===== config.mk =====
export PLATFORM = sky130hd
export DESIGN_NAME = fma9_operand_loader
export DESIGN_NICKNAME = d
export VERILOG_FILES = /design/src/rtl/fma9_operand_loader.sv
export SDC_FILE = /design/constraint.sdc
export NUM_CORES = 2
export LEC_CHECK = 0
export CAP_MARGIN = 40
export CORE_MARGIN = 2
export CORE_UTILIZATION = 27
export CTS_CLUSTER_DIAMETER = 50
export DETAILED_ROUTE_END_ITERATION = 8
export GPL_TIMING_DRIVEN = 0
export HOLD_SLACK_MARGIN = 0.1
export PLACE_DENSITY = 0.57
export SYNTH_ARGS = -nofsm -noshare
export SYNTH_HDL_FRONTEND = slang
export SYNTH_SLANG_ARGS = --single-unit

===== constraint.sdc =====
create_clock -name clk -period 7 [get_ports clk]
set_clock_uncertainty 0.15 [all_clocks]
set_input_delay 1.4 -clock clk [delete_from_list [all_inputs] [get_ports clk]]
set_output_delay 1.4 -clock clk [all_outputs]
set_load 0.1 [all_outputs]

===== src/rtl/fma9_operand_loader.sv =====
// fma9_operand_loader: ping-pong loader of 19-word A/B/C FMA jobs from a serial word stream
module fma9_operand_loader #(
  parameter int WIDTH = 32
) (
  input  logic             clk,
  input  logic             rst,
  input  logic [WIDTH-1:0] in_data,
  input  logic             in_valid,
  input  logic             in_last,
  output logic             in_ready,
  input  logic [1:0]       rnd_in,
  output logic [WIDTH-1:0] A1,
  output logic [WIDTH-1:0] A2,
  output logic [WIDTH-1:0] A3,
  output logic [WIDTH-1:0] A4,
  output logic [WIDTH-1:0] A5,
  output logic [WIDTH-1:0] A6,
  output logic [WIDTH-1:0] A7,
  output logic [WIDTH-1:0] A8,
  output logic [WIDTH-1:0] A9,
  output logic [WIDTH-1:0] B1,
  output logic [WIDTH-1:0] B2,
  output logic [WIDTH-1:0] B3,
  output logic [WIDTH-1:0] B4,
  output logic [WIDTH-1:0] B5,
  output logic [WIDTH-1:0] B6,
  output logic [WIDTH-1:0] B7,
  output logic [WIDTH-1:0] B8,
  output logic [WIDTH-1:0] B9,
  output logic [WIDTH-1:0] C,
  output logic [1:0]       rnd,
  output logic             out_valid,
  input  logic             out_ready,
  output logic             frame_err,
  input  logic             clr_err
);
  logic [WIDTH-1:0] mem [2][19];
  logic [1:0]       rnd_b [2];
  logic [1:0]       full;
  logic             wr_bank, rd_bank;
  logic [4:0]       wcnt;
  logic             acc, last_slot, done, bad, drain;
  assign in_ready  = ~full[wr_bank];
  assign acc       = in_valid & in_ready;
  assign last_slot = wcnt == 5'd18;
  assign done      = acc & last_slot & in_last;
  // in_last disagreeing with the slot position is a framing error; the partial job is dropped
  assign bad       = acc & (last_slot ^ in_last);
  assign out_valid = full[rd_bank];
  assign drain     = out_valid & out_ready;
  always_ff @(posedge clk or negedge rst) begin
    if (!rst) begin
      wcnt      <= '0;
      wr_bank   <= 1'b0;
      rd_bank   <= 1'b0;
      full      <= '0;
      frame_err <= 1'b0;
      for (int b = 0; b < 2; b++) begin
        rnd_b[b] <= '0;
        for (int i = 0; i < 19; i++) mem[b][i] <= '0;
      end
    end else begin
      if (acc) begin
        mem[wr_bank][wcnt] <= in_data;
        if (wcnt == 5'd0) rnd_b[wr_bank] <= rnd_in;
        wcnt <= (done | bad) ? 5'd0 : wcnt + 5'd1;
      end
      if (done) begin
        full[wr_bank] <= 1'b1;
        wr_bank       <= ~wr_bank;
      end
      // a fill only targets a non-full bank and a drain a full one, so they never collide
      if (drain) begin
        full[rd_bank] <= 1'b0;
        rd_bank       <= ~rd_bank;
      end
      frame_err <= bad | (frame_err & ~clr_err);
    end
  end
  assign A1  = mem[rd_bank][0];
  assign A2  = mem[rd_bank][1];
  assign A3  = mem[rd_bank][2];
  assign A4  = mem[rd_bank][3];
  assign A5  = mem[rd_bank][4];
  assign A6  = mem[rd_bank][5];
  assign A7  = mem[rd_bank][6];
  assign A8  = mem[rd_bank][7];
  assign A9  = mem[rd_bank][8];
  assign B1  = mem[rd_bank][9];
  assign B2  = mem[rd_bank][10];
  assign B3  = mem[rd_bank][11];
  assign B4  = mem[rd_bank][12];
  assign B5  = mem[rd_bank][13];
  assign B6  = mem[rd_bank][14];
  assign B7  = mem[rd_bank][15];
  assign B8  = mem[rd_bank][16];
  assign B9  = mem[rd_bank][17];
  assign C   = mem[rd_bank][18];
  assign rnd = rnd_b[rd_bank];
endmodule


# Yosys cells after proc, flatten, opt, wreduce, memory -nomap -nowiden
# Index checks and enable logic that the tools add are counted.
[word_totals] latchBits=0 input_bits=40 register_bits=1230 mem_bits_rw=0 romBits=0 n_memories=0
[op_classes] n_addsub=1 bitwise_logic=19 n_lt_le_gt_ge=9 reduce_logical=6 muxes=25 eq_ne=1 multipliers=0 n_shift=0 div=0
[op_table] op="608-bit 2-to-1 mux" count=4
[op_table] op="1216-bit bitwise mux" count=1
[op_table] op="608-bit demux with 1-bit select" count=1
[op_table] op="32-bit demux with 5-bit select" count=1
[op_table] op="32-bit 2-to-1 mux" count=1
[op_table] op="2-bit 2-to-1 mux" count=6
[op_table] op="1-bit bitwise AND" count=6
[op_table] op="6-bit >= comparator, second input constant" count=1
[op_table] op="6-bit by 1-bit < comparator with 1-bit output, second input constant" count=1
[op_table] op="1-bit 2-to-1 mux" count=6
[op_table] op="5-bit inverter with 6-bit output" count=1
[op_table] op="5-bit by 1-bit adder with 5-bit output, second input constant" count=1
[op_table] op="5-bit == test, second input constant" count=1
[op_table] op="5-bit logical NOT" count=1
[op_table] op="5-bit 2-to-1 mux" count=1
[op_table] op="4-bit bitwise mux" count=1
[op_table] op="2-bit >= comparator, second input constant" count=2
[op_table] op="1-bit logical AND" count=4
[op_table] op="1-bit by 2-bit < comparator with 1-bit output, second input constant" count=2
[op_table] op="1-bit inverter" count=4
[op_table] op="1-bit inverter with 2-bit output" count=2
[op_table] op="2-bit bitwise AND" count=1
[op_table] op="1-bit demux with 1-bit select" count=2
[op_table] op="2-bit demux with 1-bit select" count=1
[op_table] op="7 further kinds" count=9

# Longest topological paths before layout
[depth] word_depth=9 mapped_depth=8

# Worst setup path before layout
# Ideal clock, no wire load.
[synth_timing] kind="reg2out" from="register rd_bank" to="output A3[0]" stages_incl_launch_ff=5 slack_ps=3785 path_buffers=3 t_arrival_ps=1665 path_cell_list="dfrtp_1 -> clkbuf_1 -> clkbuf_1 -> buf_2 -> mux2_2"
[synth_between] elab_chain_cells=4
[synth_rtl] element="from (decl)" line="40" source="logic wr_bank, rd_bank;"
[synth_rtl] element="from (signal assigned)" line="75" source="rd_bank <= ~rd_bank;"
[synth_rtl] element="1-bit inverter with 2-bit output (not written as such)" line="82" source="assign A3 = mem[rd_bank][2];"
[synth_rtl] element="608-bit 2-to-1 mux (3 in series)"
[synth_rtl] element="to (decl)" line="14" source="output logic [WIDTH-1:0] A3,"
# No other way between the ends. The select of a mux whose other input is x is not followed.

# Worst setup path after layout
[layout_timing] from="register rd_bank" to="output B1[0]"
[layout_between] elab_chain_cells=4
[layout_rtl] element="1-bit inverter with 2-bit output (not written as such)" line="89" source="assign B1 = mem[rd_bank][9];"
[layout_rtl] element="608-bit 2-to-1 mux (3 in series)"
[layout_rtl] element="to (decl)" line="21" source="output logic [WIDTH-1:0] B1,"
# No other way between the ends. The select of a mux whose other input is x is not followed.

==> reports/qor.tcl <==
set qor(outcome) {completed}
set qor(yosys.area.top_type_share) 0.570
set qor(routabilityCongestion) 0.790
set qor(simple_gate_share_of_the_synthesized_area) 0.0111
set qor(synth-xor-area-share) 0.000325
set qor(synth_top_family_by_area) {multiplexers}
set qor(detail_route.iter0.violations) 1820
set qor(min_path_type) {reg2reg}
set qor(upper_clock_frequency_limit_mhz) 177
set qor(post_drt_via_cell_ratio) 4.60
set qor(timing.final.hold_violations) 0
set qor(drc_errors) 0
set qor(dp.final_hpwl_mm) 156
set qor(clk_pin_slew_worst_paths_ns) 0.05
set qor(cts-htree-levels) 4
set qor(pin_count) 653
set qor(placement_rows) 164
set qor(gr-usage-met3) 0.0292
set qor(required_ns) 5.45
set qor(post_drt_wl_per_cell_um) 26.9
set qor(ys_warn_count) 0
set qor(global_route_wire_length_before_repair_mm) 296
set qor(grt-busiest-layer) {met2}
set qor(power_leakage_nw) 38.4
set qor(final_layout_size_suffix_gt1_frac) 0.580
set qor(grt_pass1_vias) 39200
set qor(grt_overflow) 0
set qor(cts_sinks) 1230
set qor(core_area_mm2) 0.199
set qor(synthesized_netlist_cell_count) 3475
set qor(max-slew-margin-rel) 0.320
set qor(cts_tree) {yes}
set qor(antenna_violations_before_repair) 19
set qor(clock_tree.buffer_depth) 3
set qor(setup_viol) 0
set qor(syn_avg_cell_area_um2) 15.5
set qor(period_needed_ns) 5.66
set qor(postCtsSetupBuffers) 0
set qor(port_buffers) 618
set qor(grt_use_met1) 0.244
set qor(post_synth_main_area_contributors) {dfrtp_1 (57%), mux2_2 (37%), clkbuf_1 (1.0%), buf_6 (0.90%), buf_2 (0.88%)}
set qor(synth.net_count) 3519
set qor(share_of_flip_flops_with_an_asynchronous_set_or_reset) 1.00
set qor(ff2ff_path_depth) 7
set qor(cp_data_arrival_time_ns) 4.11
set qor(yosys-mux-area-fraction) 0.383
set qor(worst_setup_path_start_kind) {flip-flop}
set qor(worstMarginPinSlew_ns) 1.02
set qor(synth_area_mm2) 0.0540
set qor(via_count) 35600
set qor(die-height_um) 451
set qor(area_growth_syn_to_layout_pct) 50.7
set qor(ctsRootBufferMaster) {clkbuf_16}
set qor(wirelength_mm) 208
set qor(layout.nets) 4964
set qor(grt.total_usage) 0.203
set qor(placed_cells) 7410
set qor(drv_slew) 0
set qor(initial_utilization) 0.271
set qor(floorplan.die_area_mm2) 0.203
set qor(timing.max_cap.violations) 0
set qor(synth_top_flop_cell) {dfrtp_1}
set qor(final_ant_viol_nets) 0
set qor(die-width_um) 451
set qor(synthesized_area_fraction_occupied_by_ao_oa_aoi_and_oai_cells) 0.00169
set qor(met2_usage) 0.347
set qor(layoutNonFillerInstCount) 7730
set qor(path_max_fanout) 10
set qor(synth-adder-area-share) 0.000927
set qor(ys_ff_latch) 1230
set qor(critPathCaptureType) {output pin}
set qor(hold_path_depth) 1
set qor(synth_seq_area_share) 0.570
set qor(cellPowerDensity_mw_per_mm2) 319
set qor(numCtsBuffers) 164
set qor(drt_pre_antenna_iters) 4
set qor(fin_setup_tns_ns) 0
set qor(critical_path_class) {reg2out}
set qor(largest_net_degree_at_the_start_of_global_routing) 180
set qor(synth_cell_types) 41
set qor(cts.repair.resized) 0
set qor(synth_enable_flop_cells) 0
set qor(timing.final.crit_share) 0.808
set qor(worst_case_vdd_ir_drop_mv) 0.387
set qor(synth.largest_area_cell) {dfrtp_1}
set qor(setup_repair_after_global_routing_missed_its_margin) {no}
set qor(nFillCells) 17800
set qor(cts-hold-fix-buffers) 0
set qor(worst_skew_pair.late_latency_ns) 0.79
==> critical path, cell delays in order (launching register included) <==
cell and delay, ns:
dfrtp_1 0.34, clkbuf_1 0.45, clkbuf_1 0.60, buf_2 0.55
mux2_2 0.40, clkdlybuf4s50_1 0.67, buf_16 0.29
==> power breakdown <==
group | switching [W] | internal, W
Sequential | 0.000239 | 0.00764
Combinational | 0.00580 | 0.00348
Clock | 0.00347 | 0.00530
==> sequential cells by signal, summed over array words and instances, names as in the netlist <==
name / flops
mem: 1216
wr_bank: 1
wcnt: 5
frame_err: 1
full: 2
rnd_b: 4
rd_bank: 1
==> layer usage <==
layer,vias to the layer above,part of all wire
li1,15400,-
met1,18900,0.41
met2,952,0.50
met3,392,0.034
met4,0,0.060
met5,-,0
==> cells in the final DEF, fill, tap and decap left out, types with 5 or more instances in the layout <==
cell | netlist | routed
and4bb_2 | 5 | 5
buf_16 | 0 | 180
buf_2 | 95 | 95
buf_4 | 33 | 33
buf_6 | 43 | 68
buf_8 | 0 | 457
bufinv_16 | 0 | 16
clkbuf_1 | 149 | 175
clkbuf_16 | 0 | 164
clkbuf_8 | 0 | 29
clkdlybuf4s50_1 | 0 | 617
clkinv_2 | 0 | 12
clkinv_4 | 0 | 10
clkinvlp_4 | 0 | 10
dfrtp_1 | 1230 | 1230
diode_2 | 0 | 17
inv_16 | 0 | 5
inv_6 | 0 | 22
mux2_1 | 42 | 42
mux2_2 | 1790 | 1790
nand2_1 | 19 | 19
nor2_2 | 8 | 8
nor2_4 | 9 | 9
==> cells by family after synthesis <==
group | Yosys count
multiplexers | 1833
flip-flops | 1230
buffers and inverters | 324
AND/OR/NAND/NOR | 71
AO/OA/AOI/OAI | 11
adder cells (fa/ha/maj) | 4
XOR/XNOR | 2
==> synth_stat cells, types with 2 or more instances <==
cell	instances
nor2_1	2
buf_2	95
nand4b_4	4
dfrtp_1	1230
inv_1	3
buf_6	43
a22o_1	4
or3b_4	2
o311ai_0	3
nor3b_1	2
and3_1	3
mux2_1	42
nor2b_1	3
nor2_2	8
buf_4	33
and4bb_2	5
ha_1	4
xnor2_1	2
nand2_1	19
clkbuf_1	149
nor4bb_1	2
mux2_2	1790
nor2_4	9
==> cell type report <==
| type | count | area, um^2 | share of cell area |
|---|---|---|---|
| timing repair buffer | 1279 | 18300 | 0.225 |
| tap | 2656 | 3320 | 0.0409 |
| multi-input combinational | 1921 | 21400 | 0.263 |
| clock inverter | 84 | 1140 | 0.0140 |
| sequential | 1230 | 30800 | 0.378 |
| clock buffer | 219 | 4600 | 0.0566 |
| antenna | 17 | 42.5 | 0.000523 |
| buffer | 321 | 1770 | 0.0218 |
| inverter | 3 | 11.3 | 0.000138 |
==> metrics by stage <==
step | worst slack, ns | cell area (um^2) | hold WS, ns | util | power (W)
2_1_floorplan | 3.78 | 54000 | 0.302 | - | 0.0131
3_3_place_gp | -52.12 | 63500 | 0.312 | 0.319 | 0.0151
3_5_place_dp | 1.85 | 75600 | 0.320 | 0.379 | 0.0173
4_1_cts | 1.18 | 81300 | 0.332 | 0.408 | 0.0262
5_1_grt | 1.18 | 81300 | 0.350 | 0.408 | 0.0267
6_report | 1.34 | 81300 | 0.326 | 0.408 | 0.0259
==> path summary, 6_finish.rpt <==
check                           slack [ns]                  from              endpoint
max in group asynchronous             2.84                   rst  mem[887]$_DFFE_PN0P_
worst min-delay path                  0.33  mem[555]$_DFFE_PN0P_  mem[555]$_DFFE_PN0P_
min in group asynchronous             0.37                   rst   mem[38]$_DFFE_PN0P_
worst max register to register        4.22   wcnt[0]$_DFFE_PN0P_  mem[630]$_DFFE_PN0P_
worst min register to register        0.33  mem[555]$_DFFE_PN0P_  mem[555]$_DFFE_PN0P_
worst max-delay path                  1.34   rd_bank$_DFFE_PN0P_                 B1[0]
Power figures use the tool's default switching activity.
